### src/rtl/la_uart_cmd_ctrl_if.sv
// Signal bundle between the UART command front end and its surroundings:
// serial input and busy flag in, analyzer configuration and strobes out.
interface la_uart_cmd_ctrl_if;
  logic       uart_rx;
  logic       la_busy;
  logic       run_en;
  logic [1:0] trigger_mode;
  logic [7:0] trigger_mask;
  logic [7:0] edge_trigger;
  logic [7:0] trigger_type;
  logic       cfg_changed;
  logic       dump_req;
  logic       err_pulse;
  logic [2:0] err_code;

  modport master (
    output uart_rx, la_busy,
    input  run_en, trigger_mode, trigger_mask, edge_trigger, trigger_type,
    input  cfg_changed, dump_req, err_pulse, err_code
  );

  modport slave (
    input  uart_rx, la_busy,
    output run_en, trigger_mode, trigger_mask, edge_trigger, trigger_type,
    output cfg_changed, dump_req, err_pulse, err_code
  );
endinterface

### src/rtl/la_uart_cmd_ctrl.sv
// UART command receiver for the logic analyzer: 8N1 byte receiver plus a
// 4-byte frame parser (A5, CMD, ARG, CMD^ARG) that writes trigger/run controls.
module la_uart_cmd_ctrl #(
  parameter int CLK_FREQ       = 50_000_000,
  parameter int BAUD_RATE      = 115200,
  parameter int TIMEOUT_CYCLES = 5_000_000
) (
  input  logic               sys_clk,
  input  logic               sys_rst_n,
  la_uart_cmd_ctrl_if.slave  cmd_if
);

  localparam int DIV  = CLK_FREQ / BAUD_RATE;
  localparam int HALF = DIV / 2;
  localparam int BCW  = $clog2(DIV + 1);
  localparam int TCW  = $clog2(TIMEOUT_CYCLES + 1);

  localparam logic [1:0] R_IDLE  = 2'd0;
  localparam logic [1:0] R_START = 2'd1;
  localparam logic [1:0] R_DATA  = 2'd2;
  localparam logic [1:0] R_STOP  = 2'd3;

  localparam logic [1:0] P_SYNC = 2'd0;
  localparam logic [1:0] P_CMD  = 2'd1;
  localparam logic [1:0] P_ARG  = 2'd2;
  localparam logic [1:0] P_CHK  = 2'd3;

  logic           r_rx_meta, r_rx_sync, r_rx_prev;
  logic [1:0]     r_rstate;
  logic [BCW-1:0] r_baud_cnt;
  logic [2:0]     r_bit_idx;
  logic [7:0]     r_shift;

  logic [1:0]     r_pstate;
  logic [7:0]     r_cmd, r_arg;
  logic [TCW-1:0] r_tmo_cnt;

  logic           r_run_en;
  logic [1:0]     r_trigger_mode;
  logic [7:0]     r_trigger_mask, r_edge_trigger, r_trigger_type;
  logic           r_cfg_changed, r_dump_req, r_err_pulse;
  logic [2:0]     r_err_code;

  logic w_baud_done, w_half_done, w_byte_stb, w_byte_ok, w_frame_err, w_tmo_hit;
  logic [2:0] w_exec_err;

  assign w_baud_done = (r_baud_cnt == BCW'(DIV - 1));
  assign w_half_done = (r_baud_cnt == BCW'(HALF - 1));
  assign w_byte_stb  = (r_rstate == R_STOP) && w_baud_done;
  assign w_byte_ok   = w_byte_stb &&  r_rx_sync;
  assign w_frame_err = w_byte_stb && !r_rx_sync;
  assign w_tmo_hit   = (r_tmo_cnt == TCW'(TIMEOUT_CYCLES - 1));

  // Receiver: start re-checked mid-bit, then every bit sampled at its centre.
  always_ff @(posedge sys_clk or negedge sys_rst_n) begin
    if (!sys_rst_n) begin
      r_rx_meta  <= 1'b1;
      r_rx_sync  <= 1'b1;
      r_rx_prev  <= 1'b1;
      r_rstate   <= R_IDLE;
      r_baud_cnt <= '0;
      r_bit_idx  <= '0;
      r_shift    <= '0;
    end else begin
      r_rx_meta <= cmd_if.uart_rx;
      r_rx_sync <= r_rx_meta;
      r_rx_prev <= r_rx_sync;
      case (r_rstate)
        R_IDLE: begin
          r_baud_cnt <= '0;
          if (r_rx_prev && !r_rx_sync) r_rstate <= R_START;
        end
        R_START: begin
          if (w_half_done) begin
            r_baud_cnt <= '0;
            r_bit_idx  <= '0;
            r_rstate   <= r_rx_sync ? R_IDLE : R_DATA;
          end else begin
            r_baud_cnt <= r_baud_cnt + 1'b1;
          end
        end
        R_DATA: begin
          if (w_baud_done) begin
            r_baud_cnt <= '0;
            r_shift    <= {r_rx_sync, r_shift[7:1]};
            r_bit_idx  <= r_bit_idx + 1'b1;
            if (r_bit_idx == 3'd7) r_rstate <= R_STOP;
          end else begin
            r_baud_cnt <= r_baud_cnt + 1'b1;
          end
        end
        default: begin
          if (w_baud_done) begin
            r_baud_cnt <= '0;
            r_rstate   <= R_IDLE;
          end else begin
            r_baud_cnt <= r_baud_cnt + 1'b1;
          end
        end
      endcase
    end
  end

  // Frame verdict; earlier checks mask later ones.
  always_comb begin
    w_exec_err = 3'd0;
    if (r_shift != (r_cmd ^ r_arg))
      w_exec_err = 3'd1;
    else if (r_cmd == 8'd0 || r_cmd > 8'd6)
      w_exec_err = 3'd2;
    else if (r_cmd == 8'd2 && r_arg > 8'd2)
      w_exec_err = 3'd3;
    else if (r_cmd >= 8'd2 && r_cmd <= 8'd5 && cmd_if.la_busy)
      w_exec_err = 3'd4;
  end

  always_ff @(posedge sys_clk or negedge sys_rst_n) begin
    if (!sys_rst_n) begin
      r_pstate       <= P_SYNC;
      r_cmd          <= '0;
      r_arg          <= '0;
      r_tmo_cnt      <= '0;
      r_run_en       <= 1'b0;
      r_trigger_mode <= '0;
      r_trigger_mask <= '0;
      r_edge_trigger <= '0;
      r_trigger_type <= '0;
      r_cfg_changed  <= 1'b0;
      r_dump_req     <= 1'b0;
      r_err_pulse    <= 1'b0;
      r_err_code     <= '0;
    end else begin
      r_cfg_changed <= 1'b0;
      r_dump_req    <= 1'b0;
      r_err_pulse   <= 1'b0;
      if (w_frame_err) begin
        r_pstate    <= P_SYNC;
        r_tmo_cnt   <= '0;
        r_err_code  <= 3'd6;
        r_err_pulse <= 1'b1;
      end else if (w_byte_ok) begin
        r_tmo_cnt <= '0;
        case (r_pstate)
          P_SYNC: if (r_shift == 8'hA5) r_pstate <= P_CMD;
          P_CMD: begin
            r_cmd    <= r_shift;
            r_pstate <= P_ARG;
          end
          P_ARG: begin
            r_arg    <= r_shift;
            r_pstate <= P_CHK;
          end
          default: begin
            r_pstate <= P_SYNC;
            if (w_exec_err != 3'd0) begin
              r_err_code  <= w_exec_err;
              r_err_pulse <= 1'b1;
            end else begin
              r_err_code <= 3'd0;
              case (r_cmd)
                8'd1: r_run_en <= r_arg[0];
                8'd2: begin r_trigger_mode <= r_arg[1:0]; r_cfg_changed <= 1'b1; end
                8'd3: begin r_trigger_mask <= r_arg;      r_cfg_changed <= 1'b1; end
                8'd4: begin r_edge_trigger <= r_arg;      r_cfg_changed <= 1'b1; end
                8'd5: begin r_trigger_type <= r_arg;      r_cfg_changed <= 1'b1; end
                default: r_dump_req <= 1'b1;
              endcase
            end
          end
        endcase
      end else if (r_pstate != P_SYNC) begin
        if (w_tmo_hit) begin
          r_pstate    <= P_SYNC;
          r_tmo_cnt   <= '0;
          r_err_code  <= 3'd5;
          r_err_pulse <= 1'b1;
        end else begin
          r_tmo_cnt <= r_tmo_cnt + 1'b1;
        end
      end
    end
  end

  assign cmd_if.run_en       = r_run_en;
  assign cmd_if.trigger_mode = r_trigger_mode;
  assign cmd_if.trigger_mask = r_trigger_mask;
  assign cmd_if.edge_trigger = r_edge_trigger;
  assign cmd_if.trigger_type = r_trigger_type;
  assign cmd_if.cfg_changed  = r_cfg_changed;
  assign cmd_if.dump_req     = r_dump_req;
  assign cmd_if.err_pulse    = r_err_pulse;
  assign cmd_if.err_code     = r_err_code;

endmodule

### src/flat_wrapper.sv
// flat-port wrapper written by rule: the top's interface ports become plain ports
module la_uart_cmd_ctrl_flat 
#(
  parameter int CLK_FREQ       = 50_000_000,
  parameter int BAUD_RATE      = 115200,
  parameter int TIMEOUT_CYCLES = 5_000_000
)
  (sys_clk, sys_rst_n, cmd_if_uart_rx, cmd_if_la_busy, cmd_if_run_en, cmd_if_trigger_mode, cmd_if_trigger_mask, cmd_if_edge_trigger, cmd_if_trigger_type, cmd_if_cfg_changed, cmd_if_dump_req, cmd_if_err_pulse, cmd_if_err_code);
  la_uart_cmd_ctrl_if cmd_if_i ();
  input  logic sys_clk;
  input  logic sys_rst_n;
  input wire logic [$bits(cmd_if_i.uart_rx)-1:0] cmd_if_uart_rx;
  input wire logic [$bits(cmd_if_i.la_busy)-1:0] cmd_if_la_busy;
  output wire logic [$bits(cmd_if_i.run_en)-1:0] cmd_if_run_en;
  output wire logic [$bits(cmd_if_i.trigger_mode)-1:0] cmd_if_trigger_mode;
  output wire logic [$bits(cmd_if_i.trigger_mask)-1:0] cmd_if_trigger_mask;
  output wire logic [$bits(cmd_if_i.edge_trigger)-1:0] cmd_if_edge_trigger;
  output wire logic [$bits(cmd_if_i.trigger_type)-1:0] cmd_if_trigger_type;
  output wire logic [$bits(cmd_if_i.cfg_changed)-1:0] cmd_if_cfg_changed;
  output wire logic [$bits(cmd_if_i.dump_req)-1:0] cmd_if_dump_req;
  output wire logic [$bits(cmd_if_i.err_pulse)-1:0] cmd_if_err_pulse;
  output wire logic [$bits(cmd_if_i.err_code)-1:0] cmd_if_err_code;
  assign cmd_if_i.uart_rx = cmd_if_uart_rx;
  assign cmd_if_i.la_busy = cmd_if_la_busy;
  assign cmd_if_run_en = cmd_if_i.run_en;
  assign cmd_if_trigger_mode = cmd_if_i.trigger_mode;
  assign cmd_if_trigger_mask = cmd_if_i.trigger_mask;
  assign cmd_if_edge_trigger = cmd_if_i.edge_trigger;
  assign cmd_if_trigger_type = cmd_if_i.trigger_type;
  assign cmd_if_cfg_changed = cmd_if_i.cfg_changed;
  assign cmd_if_dump_req = cmd_if_i.dump_req;
  assign cmd_if_err_pulse = cmd_if_i.err_pulse;
  assign cmd_if_err_code = cmd_if_i.err_code;
  la_uart_cmd_ctrl #(.CLK_FREQ(CLK_FREQ), .BAUD_RATE(BAUD_RATE), .TIMEOUT_CYCLES(TIMEOUT_CYCLES)) u_core (.sys_clk(sys_clk), .sys_rst_n(sys_rst_n), .cmd_if(cmd_if_i));
endmodule
### config.mk
export PLATFORM = sky130hd
export DESIGN_NAME = la_uart_cmd_ctrl_flat
export DESIGN_NICKNAME = d
export VERILOG_FILES = /design/src/rtl/la_uart_cmd_ctrl_if.sv /design/src/rtl/la_uart_cmd_ctrl.sv /design/src/flat_wrapper.sv
export SDC_FILE = /design/constraint.sdc
export NUM_CORES = 1
export LEC_CHECK = 0
export CAP_MARGIN = 10
export CORE_MARGIN = 2
export CORE_UTILIZATION = 50
export DETAILED_ROUTE_END_ITERATION = 16
export PLACE_DENSITY = 0.67
export RECOVER_POWER = 25
export SYNTH_ARGS = -nofsm -noshare
export SYNTH_HDL_FRONTEND = slang
export SYNTH_SLANG_ARGS = --single-unit
### constraint.sdc
create_clock -name sys_clk -period 6.68 [get_ports sys_clk]
set_input_delay 2.004 -clock sys_clk [delete_from_list [all_inputs] [get_ports sys_clk]]
set_output_delay 2.004 -clock sys_clk [all_outputs]
set_load 0.005 [all_outputs]
==> flow_summary.toml, run 1 <==
[global_route]
grt_antenna_before_repair = 0
globalRouteTotalUtil = 0.194
grt_pass1_wl_um = 15800
grt_max_degree = 59
gr-total-overflow = 0
first_global_vias = 3146

[synth]
ys_seq_elements = 99
synthSimpleGateAreaFrac = 0.171
synth_nets = 427
synth_compound_gate_area_share = 0.0831
synth-xor-area-share = 0.0744
ys_warn_count = 0
synth-async-reset-ratio = 1.00
synth_sequential_area_ratio = 0.507
synth_area_per_cell_um2 = 11.8
synth_edf_count = 0
synth-adder-area-share = 0.0256
yosysUniqueCellTypes = 55
synth_top_family_by_area = "simple AND/OR/NAND/NOR gates"
muxShareOfSynthArea = 0.120
synth-main-ff-cell = "sky130_fd_sc_hd__dfrtp_1"
syn-cell-area_um2 = 4890
synth_cells = 413

[floorplanning]
chipWidth_um = 103
ioPinCount = 37
start_util = 0.508
core_um2 = 9640
floorplan.die.height_um = 103
row_count = 36
fp.dieArea_um2 = 10600

[critical_path]
critPathKind = "input pin to async pin"
timing.critical_path.from_type = "input pin"
largest_driver_fanout_on_the_critical_path = 58
worst_path_largest_cell_delay_ps = 2140
cp_cell_sequence = "clkbuf_1 > buf_4"
critical_path_buf_inv_count = 2
critical_path.top_delay_family = "buffers and inverters"
critPathCaptureType = "async pin"
reg2reg_setup_slack_ps = 3210
reg2reg_depth = 5
regToRegEndpoint = "u_core.cmd_if.edge_trigger[5]"
worst_path_max_delay_cell = "sky130_fd_sc_hd__clkbuf_1"
worst_ep_required_time_ps = 7160
crit-reg2reg-launch = "u_core.r_baud_cnt[3]"
signal_arrival_time_at_the_worst_endpoint_ps = 4910

[outcome]
run_status = "finished with violations"
violated_checks = "max-capacitance violations, max-slew violations"

[timing]
finalClockSkew_ps = 8.37
clock.fmax_ghz = 0.226
tightestPinTransition_ps = 3100
min_clock_period_post_route_ps = 4430
maxSlewViolCount = 59
layout_worst_path_cycle_share = 0.664
report.final.hold_viol_count = 0
rsz0062_at_grt = "no"
finalSetupViolCount = 0
slew-limit-headroom = -1.06
totalNegativeSetupSlack_ps = 0

[worst_hold_path]
hold_path.class = "flop to flop"
hold_crit_endpoint = "u_core.r_rx_sync"
min-delay-start = "u_core.r_rx_meta"
hold_path_depth = 0

[pwr]
switchingPower_mw = 0.286
combinationalPowerShare = 0.051
vdd_drop_max_uv = 95.1
power.internal_mw = 0.831
share_clk_of_total_power = 0.377
share_seq_of_total_power = 0.572
total_power_per_unit_cell_area_nw_per_um2 = 200
power.static_leakage_nw = 2.48
report.power.total_mw = 1.12
swShare = 0.256

[place]
routability_congestion_estimate = 0.789
placement.io_buffers = 36
hpwl_um = 6510
dp_cells = 573

[cts]
cts_repair_resize_count = 0
post_cts_hold_buffer_count = 0
number_of_buffers_created_by_cts = 9
ctsHtreeMaxLevel = 3
cts-root-buf = "sky130_fd_sc_hd__clkbuf_8"
clk-insertion-delay-late_ps = 380
cts_setup_buffers = 0
cts.reportedPaths.clkPinSlew_ps = 100
tritoncts_num_sinks = 99
tritoncts = "done"
cts.path.max_buffers = 2

[route]
drt-vias-per-instance = 5.72
wirelength_routed_um = 9610
drt.antenna.violating_nets = 0
detail_route.iter0.violations = 99
drt-wirelength-per-cell_um = 16.3
firstDrtPassIters = 4
routed-via-count = 3376
drc_errors = 0

[cells_and_area]
nets = 466
finalNonFillerCells = 590
filler_cell_count = 872
final_layout_size_suffix_gt1_frac = 0.175
area_growth_syn_to_layout_pct = 14.2
diodes = 0

[job]
number_of_max_capacitance_violations_reported = 1
sequential cells by signal, indices dropped and copies added, names as in the netlist, 2 cells and up:
name                        cells
u_core.r_bit_idx                3
u_core.cmd_if.err_code          3
u_core.cmd_if.edge_trigger      8
u_core.r_cmd                    8
u_core.r_arg                    8
u_core.r_tmo_cnt               23
u_core.cmd_if.trigger_type      8
u_core.r_rstate                 2
u_core.cmd_if.trigger_mode      2
u_core.r_pstate                 2
u_core.cmd_if.trigger_mask      8
u_core.r_baud_cnt               9
u_core.r_shift                  8
layout by cell type (no fill, tap or decap), types with 3 or more instances in the layout:
cell type / count
sky130_fd_sc_hd__dfrtp_1: 96
sky130_fd_sc_hd__mux2_2: 50
sky130_fd_sc_hd__clkdlybuf4s50_1: 34
sky130_fd_sc_hd__nor2_1: 33
sky130_fd_sc_hd__nand3_1: 20
sky130_fd_sc_hd__nand2_1: 17
sky130_fd_sc_hd__o21ai_0: 15
sky130_fd_sc_hd__nor4_1: 12
sky130_fd_sc_hd__xnor2_1: 11
sky130_fd_sc_hd__xor2_1: 10
sky130_fd_sc_hd__a21oi_1: 10
sky130_fd_sc_hd__a22o_1: 10
sky130_fd_sc_hd__inv_1: 10
sky130_fd_sc_hd__ha_1: 10
sky130_fd_sc_hd__clkbuf_8: 10
sky130_fd_sc_hd__nand4_1: 9
sky130_fd_sc_hd__nor3_1: 9
sky130_fd_sc_hd__xnor3_1: 8
sky130_fd_sc_hd__nor2b_1: 5
sky130_fd_sc_hd__and3_1: 5
sky130_fd_sc_hd__nor4b_1: 4
sky130_fd_sc_hd__o31ai_1: 4
sky130_fd_sc_hd__or3_1: 3
sky130_fd_sc_hd__nor4bb_1: 3
sky130_fd_sc_hd__nor4_4: 3
sky130_fd_sc_hd__and4_1: 3
sky130_fd_sc_hd__o21a_1: 3
sky130_fd_sc_hd__inv_6: 3
sky130_fd_sc_hd__buf_4: 3
synth_stat cells, drive strengths merged (10+ instances only):
library cell,number,area [um^2]
dfrtp,96,2400
mux2,52,586
nor2,33,124
nand3,20,100
nand2,17,63.8
nor4,15,139
o21ai,15,75.1
clkbuf,12,45.0
xnor2,11,96.3
a21oi,10,50.1
a22o,10,87.6
ha,10,125
inv,10,37.5
nand4,10,68.8
nor3,10,66.3
xor2,10,87.6
per-stage QoR:
step           setup slack, ps  hold WS (ps)  area, um^2   util
2_1_floorplan             3340           345        4890      -
3_3_place_gp              2520           347        5390  0.559
3_5_place_dp              2450           347        5390  0.559
4_1_cts                   2830           363        5610  0.582
5_1_grt                   1590           371        5590  0.580
6_report                  2250           367        5590  0.580
worst max-delay path by stage:
| stage | slack, ps | depth (start not counted) | end | start |
|---|---|---|---|---|
| after floorplan | 3340 | 4 | u_core.cmd_if.trigger_type[0] | cmd_if_la_busy |
| final | 2250 | 2 | u_core.r_rx_meta | sys_rst_n |
| after CTS | 2830 | 5 | u_core.cmd_if.trigger_type[6] | cmd_if_la_busy |
| after global routing | 1590 | 2 | u_core.r_baud_cnt[0] | sys_rst_n |
| after detailed placement | 2450 | 5 | u_core.cmd_if.trigger_type[5] | cmd_if_la_busy |
| after global placement | 2520 | 5 | u_core.cmd_if.trigger_type[3] | cmd_if_la_busy |
final cells by class:
type / count / area (um^2) / share of cell area
Clock buffer: 10 / 138 / 0.0246
Clock inverter: 6 / 78.8 / 0.0141
Inverter: 10 / 37.5 / 0.00671
Multi-Input combinational cell: 291 / 2300 / 0.412
Sequential cell: 99 / 2480 / 0.444
Tap cell: 133 / 166 / 0.0298
Timing Repair Buffer: 41 / 385 / 0.0689
kinds of logic (layout without fill, tap and decap cells):
group                      Yosys count  count (layout)
and+or+nand+nor                    141             141
DFF                                 99              99
AOI/OAI and AO/OA                   59              59
adders and majority gates           10              10
buffers and inverters               23              67
muxes                               52              52
xor gates and xnor gates            29              29
power groups by stage:
stage	sequential, mW	combinational [mW]	clock, mW
2_1_floorplan	0.644	0.0366	0
3_3_place_gp	0.650	0.0555	0
3_5_place_dp	0.651	0.0588	0
4_1_cts	0.639	0.0597	0.430
5_1_grt	0.643	0.0670	0.462
6_report	0.639	0.0566	0.421
routing by layer:
metal  global-route usage  wire length, um  vias up
met4               0.0547              124        0
met2                0.283             4320       39
met1                0.288             4910     1736
met3               0.0488              253        7
li1                     -                -     1594
met5                    0                0        -
Note: power is estimated with default switching activity, not from simulation.
==> inputs of run 2 (changes only) <==
Settings changed: PLACE_DENSITY 0.67 to 0.7.
Clock period 6.68 ns to 3.55 ns, I/O delays scaled along.
==> run 2 against run 1 <==
Compared with the run above:
- the flow now finishes without violations
- via count down 0.47%
- worst hold slack worse by 1.7 ps
- clock skew increased by 4.6 ps
- global-route usage is 0.12 points lower
- flip-flop and latch count stayed put
- design area about the same
- register-to-register slack got worse by 2600 ps
- largest power group unchanged
- non-clock buffer count did not move
- wire length down 1.1%
- sequential power is 88% higher
- cell count unchanged
- clock power grew 68%
==> flow_summary.toml, run 2 (synthesized netlist as in run 1, its figures left out) <==
[route]
drt-wirelength-per-cell_um = 16.1
firstDrtPassIters = 4
wirelength_routed_um = 9510
drc_errors = 0
detail_route.iter0.violations = 105
drt.antenna.violating_nets = 0
routed-via-count = 3360
drt-vias-per-instance = 5.69

[cts]
cts.reportedPaths.clkPinSlew_ps = 110
ctsHtreeMaxLevel = 3
number_of_buffers_created_by_cts = 9
cts_repair_resize_count = 0
clk-insertion-delay-late_ps = 380
cts.path.max_buffers = 2
post_cts_hold_buffer_count = 0
tritoncts_num_sinks = 99
tritoncts = "done"
cts_setup_buffers = 0
cts-root-buf = "sky130_fd_sc_hd__clkbuf_8"

[floorplanning]
chipWidth_um = 103
start_util = 0.508
floorplan.die.height_um = 103
row_count = 36
fp.dieArea_um2 = 10600
ioPinCount = 37
core_um2 = 9640

[cells_and_area]
most_common_library_cell_in_the_layout_ignoring_fill_and_taps = "sky130_fd_sc_hd__dfrtp_1"
largest_register_ffs = 23
top_regs = "u_core.r_tmo_cnt (23), u_core.r_baud_cnt (9)"
area_growth_syn_to_layout_pct = 14.1
diodes = 0
final_core_utilization = 0.579
final_layout_size_suffix_gt1_frac = 0.184
mostFrequentLayoutCells = "sky130_fd_sc_hd__dfrtp_1, sky130_fd_sc_hd__mux2_2, sky130_fd_sc_hd__clkdlybuf4s50_1, sky130_fd_sc_hd__nor2_1, sky130_fd_sc_hd__nand3_1"
registers.top_by_ff_count = "u_core.r_tmo_cnt"
nets = 466

[timing]
layout_setup_ws_ps = 568
maxSlewViolCount = 0
tightestPinTransition_ps = 1220
finalClockSkew_ps = 12.9
rsz0062_at_grt = "no"
clock.fmax_ghz = 0.335
layout_worst_path_cycle_share = 0.840
totalNegativeSetupSlack_ps = 0
report.final.hold_viol_count = 0
min_clock_period_post_route_ps = 2980
slew-limit-headroom = 0.188
finalSetupViolCount = 0

[global_route]
gr-total-overflow = 0
global_route.usage.met3 = 0.0427
grt_antenna_before_repair = 0
first_global_vias = 3239
globalRouteTotalUtil = 0.193
top_usage_layer = "met2"
use_met1 = 0.277
grt_pass1_wl_um = 16000
met2_usage = 0.292
grt_max_degree = 52

[worst_hold_path]
hold_path.class = "flop to flop"

[critical_path]
timing.critical_path.from_type = "flop"
critPathCaptureType = "flop"
signal_arrival_time_at_the_worst_endpoint_ps = 3240
critPathKind = "flop to flop"
largest_driver_fanout_on_the_critical_path = 10
worst_ep_required_time_ps = 3810

[place]
placement.io_buffers = 36
hpwl_um = 6540
routability_congestion_estimate = 0.793
dp_slack_ps = 291

[outcome]
run_status = "complete, no violations"

[pwr]
vdd_drop_max_uv = 195
total_power_per_unit_cell_area_nw_per_um2 = 361
power.static_leakage_nw = 2.49

[job]
number_of_max_capacitance_violations_reported = 0
[run 2: worst max-delay path, cell delays in order (launching register included)]
cell,delay (ps)
sky130_fd_sc_hd__dfrtp_1,480
sky130_fd_sc_hd__or4_1,590
sky130_fd_sc_hd__or2_0,250
sky130_fd_sc_hd__a311o_1,460
sky130_fd_sc_hd__nor4_4,680
sky130_fd_sc_hd__mux2_2,400
[run 2: metrics by stage]
step / cell area, um^2 / hold WS, ps / total power [mW] / std cells
6_report: 5590 / 365 / 2.01 / 590
4_1_cts: 5600 / 361 / 2.05 / 590
3_3_place_gp: 5410 / 347 / 1.33 / 574
2_1_floorplan: 4890 / 345 / 1.28 / 413
5_1_grt: 5590 / 372 / 2.11 / 590
3_5_place_dp: 5410 / 347 / 1.34 / 574
[run 2: power breakdown]
part / internal [mW] / switching, mW / total [mW] / leakage (nW)
clock: 0.287 / 0.419 / 0.706 / 0.0954
sequential: 1.16 / 0.0441 / 1.20 / 1.36
combinational: 0.0435 / 0.0632 / 0.107 / 1.03
[run 2: final cells by class]
class	instances	area, um^2
clock inverters	6	53.8
flip-flops and latches	99	2480
fillers	811	4050
clock buffers	10	138
repair buffers	41	390
well taps	133	166
inverters	10	37.5
multi-input cells	291	2320
[run 2: metal layers]
layer,routed length (um),part of all wire
met2,4420,0.46
met3,261,0.027
met5,0,0
met4,137,0.014
met1,4690,0.49
[run 2: path summary, 6_finish.rpt]
check	from	endpoint	slack, ps	cells past startpoint
min in group asynchronous	sys_rst_n	u_core.r_tmo_cnt[13]	930	1
worst min register to register	u_core.r_rx_meta	u_core.r_rx_sync	370	0
max in group asynchronous	sys_rst_n	u_core.r_pstate[1]	810	2
worst min-delay path	u_core.r_rx_meta	u_core.r_rx_sync	370	0
worst max-delay path	u_core.r_arg[5]	u_core.cmd_if.edge_trigger[1]	570	5
worst max register to register	u_core.r_arg[5]	u_core.cmd_if.edge_trigger[1]	570	5
